## src/rtl/axi_rd_data_chan_tx.sv

```systemverilog
// AXI slave read-data channel transmitter: queues {id,len,err} burst commands and frames memory words into R beats.
// Define AXI_RD_SKID_EN for a 2-entry skid output buffer that keeps src_ready free of any combinational rready path.
module axi_rd_data_chan_tx #(
  parameter int ID_MAX_WIDTH = 12,
  parameter int DATA_WIDTH   = 32,
  parameter int LEN_WIDTH    = 4,
  parameter int CMD_DEPTH    = 4
) (
  input  logic                    clk,
  input  logic                    rst,
  input  logic                    cmd_valid,
  output logic                    cmd_ready,
  input  logic [ID_MAX_WIDTH-1:0] cmd_id,
  input  logic [LEN_WIDTH-1:0]    cmd_len,
  input  logic                    cmd_err,
  input  logic                    src_valid,
  output logic                    src_ready,
  input  logic [DATA_WIDTH-1:0]   src_data,
  output logic [ID_MAX_WIDTH-1:0] rid,
  output logic [DATA_WIDTH-1:0]   rdata,
  output logic [1:0]              rresp,
  output logic                    rlast,
  output logic                    rvalid,
  input  logic                    rready,
  output logic                    busy
);

  localparam int PTR_W = (CMD_DEPTH > 1) ? $clog2(CMD_DEPTH) : 1;
  localparam logic [PTR_W:0] FULL_CNT = (PTR_W + 1)'(CMD_DEPTH);

  localparam logic [0:0] IDLE  = 1'b0;
  localparam logic [0:0] BURST = 1'b1;

  function automatic logic [1:0] resp_of(input logic err);
    return err ? 2'b10 : 2'b00;
  endfunction

  logic [ID_MAX_WIDTH-1:0] fifo_id  [CMD_DEPTH];
  logic [LEN_WIDTH-1:0]    fifo_len [CMD_DEPTH];
  logic                    fifo_err [CMD_DEPTH];
  logic [PTR_W-1:0]        wr_ptr;
  logic [PTR_W-1:0]        rd_ptr;
  logic [PTR_W:0]          fill;
  logic                    empty;
  logic                    full;
  logic                    push;
  logic                    pop;

  logic [0:0]              state;
  logic [ID_MAX_WIDTH-1:0] cur_id;
  logic [LEN_WIDTH-1:0]    cur_len;
  logic                    cur_err;
  logic [LEN_WIDTH-1:0]    cnt;

  logic                    src_hs;
  logic                    last_load;
  logic [1:0]              beat_resp;
  logic                    beat_last;

  assign empty     = (fill == '0);
  assign full      = (fill == FULL_CNT);
  assign cmd_ready = !full && !rst;
  assign push      = cmd_valid && cmd_ready;

  assign src_hs    = src_valid && src_ready;
  assign beat_last = (cnt == cur_len);
  assign beat_resp = resp_of(cur_err);
  assign last_load = src_hs && beat_last;
  // A finishing burst hands straight over to the next queued command, so no idle cycle between bursts.
  assign pop       = !empty && ((state == IDLE) || last_load);

  assign busy = (state != IDLE) || !empty || rvalid;

  always_ff @(posedge clk) begin
    if (push) begin
      fifo_id[wr_ptr]  <= cmd_id;
      fifo_len[wr_ptr] <= cmd_len;
      fifo_err[wr_ptr] <= cmd_err;
    end
  end

  always_ff @(posedge clk) begin
    if (rst) begin
      wr_ptr <= '0;
      rd_ptr <= '0;
      fill   <= '0;
    end else begin
      if (push) wr_ptr <= wr_ptr + 1'b1;
      if (pop)  rd_ptr <= rd_ptr + 1'b1;
      case ({push, pop})
        2'b10:   fill <= fill + 1'b1;
        2'b01:   fill <= fill - 1'b1;
        default: fill <= fill;
      endcase
    end
  end

  always_ff @(posedge clk) begin
    if (rst) begin
      state   <= IDLE;
      cur_id  <= '0;
      cur_len <= '0;
      cur_err <= 1'b0;
      cnt     <= '0;
    end else if (pop) begin
      state   <= BURST;
      cur_id  <= fifo_id[rd_ptr];
      cur_len <= fifo_len[rd_ptr];
      cur_err <= fifo_err[rd_ptr];
      cnt     <= '0;
    end else if (last_load) begin
      state <= IDLE;
      cnt   <= '0;
    end else if (src_hs) begin
      cnt <= cnt + 1'b1;
    end
  end

`ifdef AXI_RD_SKID_EN
  logic                    skid_vld;
  logic [ID_MAX_WIDTH-1:0] skid_id;
  logic [DATA_WIDTH-1:0]   skid_data;
  logic [1:0]              skid_resp;
  logic                    skid_last;

  // Only register outputs feed src_ready; a stalled beat parks in the skid entry.
  assign src_ready = (state == BURST) && !skid_vld;

  always_ff @(posedge clk) begin
    if (src_hs && rvalid && !rready) begin
      skid_id   <= cur_id;
      skid_data <= src_data;
      skid_resp <= beat_resp;
      skid_last <= beat_last;
    end
  end

  always_ff @(posedge clk) begin
    if (rst) begin
      rvalid   <= 1'b0;
      rid      <= '0;
      rdata    <= '0;
      rresp    <= 2'b00;
      rlast    <= 1'b0;
      skid_vld <= 1'b0;
    end else if (!rvalid || rready) begin
      if (skid_vld) begin
        rvalid   <= 1'b1;
        rid      <= skid_id;
        rdata    <= skid_data;
        rresp    <= skid_resp;
        rlast    <= skid_last;
        skid_vld <= 1'b0;
      end else if (src_hs) begin
        rvalid <= 1'b1;
        rid    <= cur_id;
        rdata  <= src_data;
        rresp  <= beat_resp;
        rlast  <= beat_last;
      end else begin
        rvalid <= 1'b0;
      end
    end else if (src_hs) begin
      skid_vld <= 1'b1;
    end
  end
`else
  assign src_ready = (state == BURST) && (!rvalid || rready);

  // Single output stage: load and drain may share the same edge.
  always_ff @(posedge clk) begin
    if (rst) begin
      rvalid <= 1'b0;
      rid    <= '0;
      rdata  <= '0;
      rresp  <= 2'b00;
      rlast  <= 1'b0;
    end else if (src_hs) begin
      rvalid <= 1'b1;
      rid    <= cur_id;
      rdata  <= src_data;
      rresp  <= beat_resp;
      rlast  <= beat_last;
    end else if (rready) begin
      rvalid <= 1'b0;
    end
  end
`endif

endmodule

```

## config.mk

```make
export PLATFORM = sky130hd
export DESIGN_NAME = axi_rd_data_chan_tx
export DESIGN_NICKNAME = d
export VERILOG_FILES = /design/src/rtl/axi_rd_data_chan_tx.sv
export SDC_FILE = /design/constraint.sdc
export NUM_CORES = 1
export LEC_CHECK = 0
export CORE_MARGIN = 2
export CORE_UTILIZATION = 40
export DETAILED_ROUTE_END_ITERATION = 8
export GPL_TIMING_DRIVEN = 0
export PLACE_DENSITY = 0.67
export SYNTH_ARGS = -nofsm -noshare
export SYNTH_HDL_FRONTEND = slang
export SYNTH_SLANG_ARGS = --single-unit
```

## constraint.sdc

```tcl
create_clock -name clk -period 2.9 [get_ports clk]
set_clock_uncertainty 0.2 [all_clocks]
set_input_delay 0.58 -clock clk [delete_from_list [all_inputs] [get_ports clk]]
set_output_delay 0.58 -clock clk [all_outputs]
set_load 0.02 [all_outputs]
```

==> metrics.cfg, run 1 <==
[flow_run]
maxCapViolations = 0

[clock_network]
cts.sinks = 144
tritoncts = done
clockRootBuffer = clkbuf_16
htree_levels = 4
clkTransAtPathRegs_ns = 0.06
cts_max_path_buffers = 2
cts-buffers-inserted = 17
clock_latency_ns = 0.41
hold_buffers = 0

[timing]
setup_viol = 0
drv_slew = 0
max_freq_mhz = 354
slew_headroom = 0.381
rsz0062_at_grt = no
tns_ns = 0
timing.final.crit_share = 0.973
fin_crit_ns = 2.82
final_hold_viol_count = 0
worst_pin_slew_ns = 0.928
setup_slack_ns = 0.0770

[power]
vdd_drop_max_mv = 0.441
power_leakage_nw = 2.57
pwr_density_cell_nw_per_um2 = 891
power.total_mw = 6.42

[cells_and_area]
drive_above_1_share = 0.120
fin_nets = 614
antennaDiodeCount = 0
design_area_um2 = 7210
area_growth_pct = 34.0
post-route-util = 0.547

[route]
drt-initial-drc-count = 160
drt_first_pass_iters = 4
drc = 0
via_per_inst = 4.79
wl_per_cell_um = 14.1
drt_wl_total_um = 10500
num_vias = 3556
postRouteAntennaNets = 0

[synth]
yosysSeqAreaShare = 0.662
ys_warn_count = 0
synthArstFlopShare = 0
synth.distinct_cells = 34
postSynthAreaPerCell_um2 = 12.5
synth_area_um2 = 5380
synthFlopType = dfxtp_1
synth_nets = 491
synth_edf_count = 68
synth_seq_cells = 144
syn_inst = 430

[worst_setup_path]
arrival_ns = 2.04
start_kind = flip-flop
end_kind = output port
reg2reg_to = fill[2]$_SDFFE_PP0P_
critPathRequiredTime_ns = 2.12
cp_max_fo = 5
ff2ff_setup_slack_ns = 0.25
worst-setup-path-type = reg -> out
r2r_cells = 10
r2r-start = fill[0]$_SDFFE_PP0P_

[place]
place_area_um2 = 6630
io_buffer_count = 103
dp_hpwl_um = 7370
pre_cts_slack_ns = -0.556
gpl.final_weighted_congestion = 0.714

[global_route]
grt_max_degree = 18
grt_pass1_wl_um = 17200
grt_pass1_vias = 3535
antenna_found_initial = 0
grt_overflow = 0
globalRouteTotalUtil = 0.155

[floorplan]
fp.dieH_um = 120
die_w_um = 120
rows = 42
ioPinCount = 105
start_util = 0.408
die_area_um2 = 14400
core-area_um2 = 13200

[status]
status = completed

[min_path]
hold_path_class = reg -> reg
whs_endpoint = rid[10]$_SDFFE_PP0P_
hold_depth = 2
hold_path_startpoint = cur_id[10]$_SDFFE_PP0P_

-- how the worst max path moves through the flow --
| stage | startpoint | to | slack [ns] | cells past startpoint |
|---|---|---|---|---|
| after floorplan | rready | fill[2]$_SDFFE_PP0P_ | 0.0003 | 12 |
| after global placement | rready | fill[2]$_SDFFE_PP0P_ | -0.52 | 13 |
| after detailed placement | rready | fill[2]$_SDFFE_PP0P_ | -0.56 | 13 |
| after CTS | rready | fill[2]$_SDFFE_PP0P_ | 0.02 | 13 |
| after global routing | fill[0]$_SDFFE_PP0P_ | busy | 0.02 | 3 |
| final | fill[0]$_SDFFE_PP0P_ | busy | 0.08 | 3 |
-- registers in the layout (all words and copies together), names as in the netlist, 3 cells and up --
register,count
cnt,4
cur_len,4
fill,3
cur_id,12
fifo_id,48
fifo_err,4
rid,12
rdata,32
fifo_len,16
-- layout by cell type, fill, tap and decap left out, drive strengths merged, types with 2 or more instances in the layout --
cell type / Yosys / layout
clkdlybuf4s50: 0 / 103
mux4: 17 / 17
clkbuf: 14 / 32
nor2: 31 / 31
dfxtp: 76 / 76
clkinv: 0 / 5
nand3: 3 / 3
inv: 4 / 9
and3: 4 / 4
ha: 6 / 6
mux2i: 18 / 18
or3: 3 / 3
nand2: 99 / 99
xor2: 7 / 7
buf: 12 / 13
and2: 2 / 2
nor2b: 2 / 2
edfxtp: 68 / 68
clkinvlp: 0 / 3
a21oi: 52 / 52
xnor2: 4 / 4
-- power breakdown --
part	total, mW	switching, mW	leakage, nW	internal [mW]
sequential	2.57	0.161	1.24	2.41
clock	2.02	0.832	0.266	1.19
combinational	1.83	0.921	1.07	0.910
total	6.42	1.91	2.57	4.51
-- critical path, stage by stage, from the launching register on --
cell,delay [ns]
dfxtp_1,0.37
or3_4,0.41
or3_1,0.31
clkdlybuf4s50_1,0.54
-- repair_timing --
item                                    CTS  global route
buffers inserted                          1             0
resized for setup                         1             2
pin swaps                                 0             1
endpoints found under the setup margin    1             2
-- routing by layer --
metal  wire length (um)  up-vias  track usage
met2               4990      109        0.250
li1                   -     1744            -
met3                579       11       0.0456
met4                119        0       0.0537
met1               4800     1692        0.200
met5                  0        -            0
-- metrics by stage --
step / std cells / hold slack (ns)
2_1_floorplan: 430 / 0.232
5_1_grt: 742 / 0.268
6_report: 742 / 0.254
4_1_cts: 742 / 0.255
3_3_place_gp: 709 / 0.242
3_5_place_dp: 709 / 0.244
-- synthesized netlist by cell type (4+ instances only) --
library cell | number | area share
nand2_1 | 98 | 0.068
dfxtp_1 | 76 | 0.28
edfxtp_1 | 68 | 0.38
a21oi_1 | 52 | 0.048
nor2_1 | 31 | 0.022
mux2i_1 | 18 | 0.033
mux4_2 | 17 | 0.071
clkbuf_1 | 14 | 0.0098
xor2_1 | 7 | 0.011
buf_2 | 6 | 0.0056
ha_1 | 6 | 0.014
and3_1 | 4 | 0.0046
xnor2_1 | 4 | 0.0065
-- logic make-up (layout without fill, tap and decap cells) --
kind of cell,after synthesis,count (layout),share of synthesized area
AND/OR/NAND/NOR,146,146,0.113
flip-flops,144,144,0.662
AO/OA/AOI/OAI,55,55,0.0537
multiplexers,36,36,0.107
buffers and inverters,30,166,0.0288
XOR/XNOR,11,11,0.0179
adder cells (fa/ha/maj),7,7,0.0177
other,1,1,0.000697
-- layout make-up --
cell class / instances / area (um2)
plain buffers: 26 / 140
inverters: 4 / 15.0
clock buffers: 18 / 429
well taps: 176 / 220
multi-input cells: 256 / 1670
clock inverters: 14 / 131
flip-flops and latches: 144 / 3560
fillers: 1122 / 5980
repair buffers: 104 / 1040
(Power assumes the default switching activity.)
==> inputs of run 2 (changes only) <==
CELL_PAD_IN_SITES_DETAIL_PLACEMENT = 0   (was not set)
CELL_PAD_IN_SITES_GLOBAL_PLACEMENT = 1   (was not set)
CORE_UTILIZATION = 37   (was 40)
PLACE_DENSITY = not set   (was 0.67)
PLACE_DENSITY_LB_ADDON = 0.1   (was not set)
==> run 2 against run 1 <==
Compared with the run above: sequential power about the same; global-route usage decreased by 1.1 points; final area increased by 0.73%; via count decreased by 1.3%; hold slack got worse by 0.0013 ns; wire length increased by 2.2%; setup slack got worse by 0.0022 ns; clock power about the same; sequential share of layout area decreased by 0.36 points; cell count increased by 2.0%; critical endpoint unchanged.
==> metrics.cfg, run 2 (synthesis results as in run 1) <==
[cells_and_area]
antennaDiodeCount = 0  ; unchanged
drive_above_1_share = 0.134  ; +0.0142
finalNonFillerCells = 757  ; +2.0%
largest_register_ffs = 48  ; unchanged
area_growth_pct = 34.9
top_register = fifo_id
final_common_cell = clkdlybuf4s50_1
design_area_um2 = 7260  ; +0.73%
fin_nets = 621  ; +1.1%
top_regs = fifo_id x48, rdata x32, fifo_len x16
layout_common_cells = clkdlybuf4s50_1 (103), nand2_1 (98), dfxtp_1 (76), edfxtp_1 (68), a21oi_1 (50)

[route]
drc = 0  ; unchanged
drt-initial-drc-count = 110  ; -31%
postRouteAntennaNets = 0  ; unchanged
drt_wl_total_um = 10700  ; +2.2%
drt_first_pass_iters = 5  ; +1
wl_per_cell_um = 14.2  ; +0.16%
via_per_inst = 4.64  ; -3.2%
num_vias = 3510  ; -1.3%

[timing]
setup_viol = 0  ; unchanged
tns_ns = 0  ; unchanged
worst_pin_slew_ns = 0.959  ; +0.0306 ns
slew_headroom = 0.361  ; -0.0204
fin_crit_ns = 2.83  ; +0.00216 ns
final_hold_viol_count = 0  ; unchanged
setup_slack_ns = 0.0748  ; -0.00216 ns
max_freq_mhz = 354  ; about the same
timing.final.crit_share = 0.974  ; about the same
drv_slew = 0  ; unchanged
rsz0062_at_grt = yes

[flow_run]
maxCapViolations = 0  ; unchanged

[clock_network]
tritoncts = done
clkTransAtPathRegs_ns = 0.06  ; about the same
htree_levels = 4  ; unchanged
clock_latency_ns = 0.42  ; about the same
clockRootBuffer = clkbuf_16
cts.sinks = 144  ; unchanged
cts-buffers-inserted = 17  ; unchanged
cts_max_path_buffers = 2  ; unchanged

[worst_setup_path]
cp.depth = 3  ; unchanged
critPathRequiredTime_ns = 2.12  ; about the same
cp-startpoint = fill[0]$_SDFFE_PP0P_
ff2ff_setup_slack_ns = 0.33  ; +0.08 ns
cp-endpoint = busy
slowest_delay_ns = 0.55  ; about the same
crit_chain = or3_4 > or3_1 > clkdlybuf4s50_1
r2r_cells = 11  ; +1
end_kind = output port
cp_num_buf_inv = 1  ; unchanged
r2r-start = rvalid$_SDFFE_PP0P_
cp_max_fo = 5  ; unchanged
worst-setup-path-type = reg -> out
arrival_ns = 2.05  ; about the same
critPathSlowestCell = clkdlybuf4s50_1
start_kind = flip-flop
reg2reg_to = fill[2]$_SDFFE_PP0P_
critPathTopFamily = simple AND/OR/NAND/NOR gates

[place]
pre_cts_slack_ns = -0.594  ; -0.0376 ns
placed_cells = 717  ; +1.1%
io_buffer_count = 103  ; unchanged
gpl.final_weighted_congestion = 0.698  ; -2.2%
place_area_um2 = 6640  ; +0.15%
dp_hpwl_um = 7190  ; -2.5%

[power]
vdd_drop_max_mv = 0.384  ; -13%
power_leakage_nw = 2.59  ; +0.81%
power.total_mw = 6.55  ; +2.0%
pwr_density_cell_nw_per_um2 = 902  ; +1.3%

[global_route]
grt_overflow = 0  ; unchanged
antenna_found_initial = 0  ; unchanged
grt_max_degree = 18  ; unchanged
grt_pass1_vias = 3439  ; -2.7%
globalRouteTotalUtil = 0.144  ; -0.0113
grt_pass1_wl_um = 17400  ; +0.80%

[floorplan]
start_util = 0.375  ; -0.0335
die_w_um = 125  ; +3.8%
fp.dieH_um = 125  ; +3.8%
rows = 44  ; +4.8%
die_area_um2 = 15500  ; +7.8%
core-area_um2 = 14400  ; +8.9%
ioPinCount = 105  ; unchanged

[min_path]
hold_path_class = reg -> reg

[status]
status = completed

==> run 2: cell count changes in the layout (fill, tap and decap cells not counted), sizes merged <==
cell      before  now
clkinvlp       3    5
buf           13   20
clkbuf        32   31
clkinv         5    4
==> run 2: metrics by stage <==
stage	util	hold slack [ns]
6_report	0.505	0.253
5_1_grt	0.505	0.270
3_5_place_dp	0.462	0.247
3_3_place_gp	0.462	0.242
2_1_floorplan	-	0.232
4_1_cts	0.502	0.255
==> run 2: layout make-up <==
cell class	count	area (um2)
tap	184	230
sequential	144	3560
clock buffer	17	425
buffer	25	120
multi-input combinational	256	1680
timing repair buffer	112	1100
clock inverter	15	134
inverter	4	15.0
fill	1268	7110
==> run 2: tightest hold or removal path, cell delays in order, from the launching register on <==
cell and delay, ns:
dfxtp_1 0.30, nand2_1 0.05, a21oi_1 0.05
==> run 2: per-layer routing <==
layer / vias up / track usage / share of wire
li1: 1760 / - / -
met2: 87 / 0.216 / 0.44
met4: 0 / 0.0615 / 0.017
met3: 14 / 0.0451 / 0.056
met5: - / 0 / 0
met1: 1649 / 0.193 / 0.48
==> run 2: worst min-delay path by stage <==
stage,from,to,slack [ns],depth (start not counted)
final,rdata[11]$_SDFFE_PP0P_,rdata[11]$_SDFFE_PP0P_,0.25,2
after CTS,rid[1]$_SDFFE_PP0P_,rid[1]$_SDFFE_PP0P_,0.26,2
after detailed placement,rid[1]$_SDFFE_PP0P_,rid[1]$_SDFFE_PP0P_,0.25,2
after global routing,rid[1]$_SDFFE_PP0P_,rid[1]$_SDFFE_PP0P_,0.27,2
after global placement,rdata[16]$_SDFFE_PP0P_,rdata[16]$_SDFFE_PP0P_,0.24,2
after floorplan,cur_id[11]$_SDFFE_PP0P_,rid[11]$_SDFFE_PP0P_,0.23,2
==> run 2: what timing repair did <==
item,CTS,global route
gates resized for setup,0,4
pin swaps,1,3
setup buffers,1,8
setup endpoints to repair,1,2
hold buffers,0,0
==> run 2: where the power goes <==
| part | internal (mW) | switching [mW] | total (mW) | leakage (nW) |
|---|---|---|---|---|
| combinational | 0.991 | 0.944 | 1.94 | 1.10 |
| sequential | 2.41 | 0.166 | 2.57 | 1.24 |
| clock | 1.18 | 0.857 | 2.04 | 0.261 |
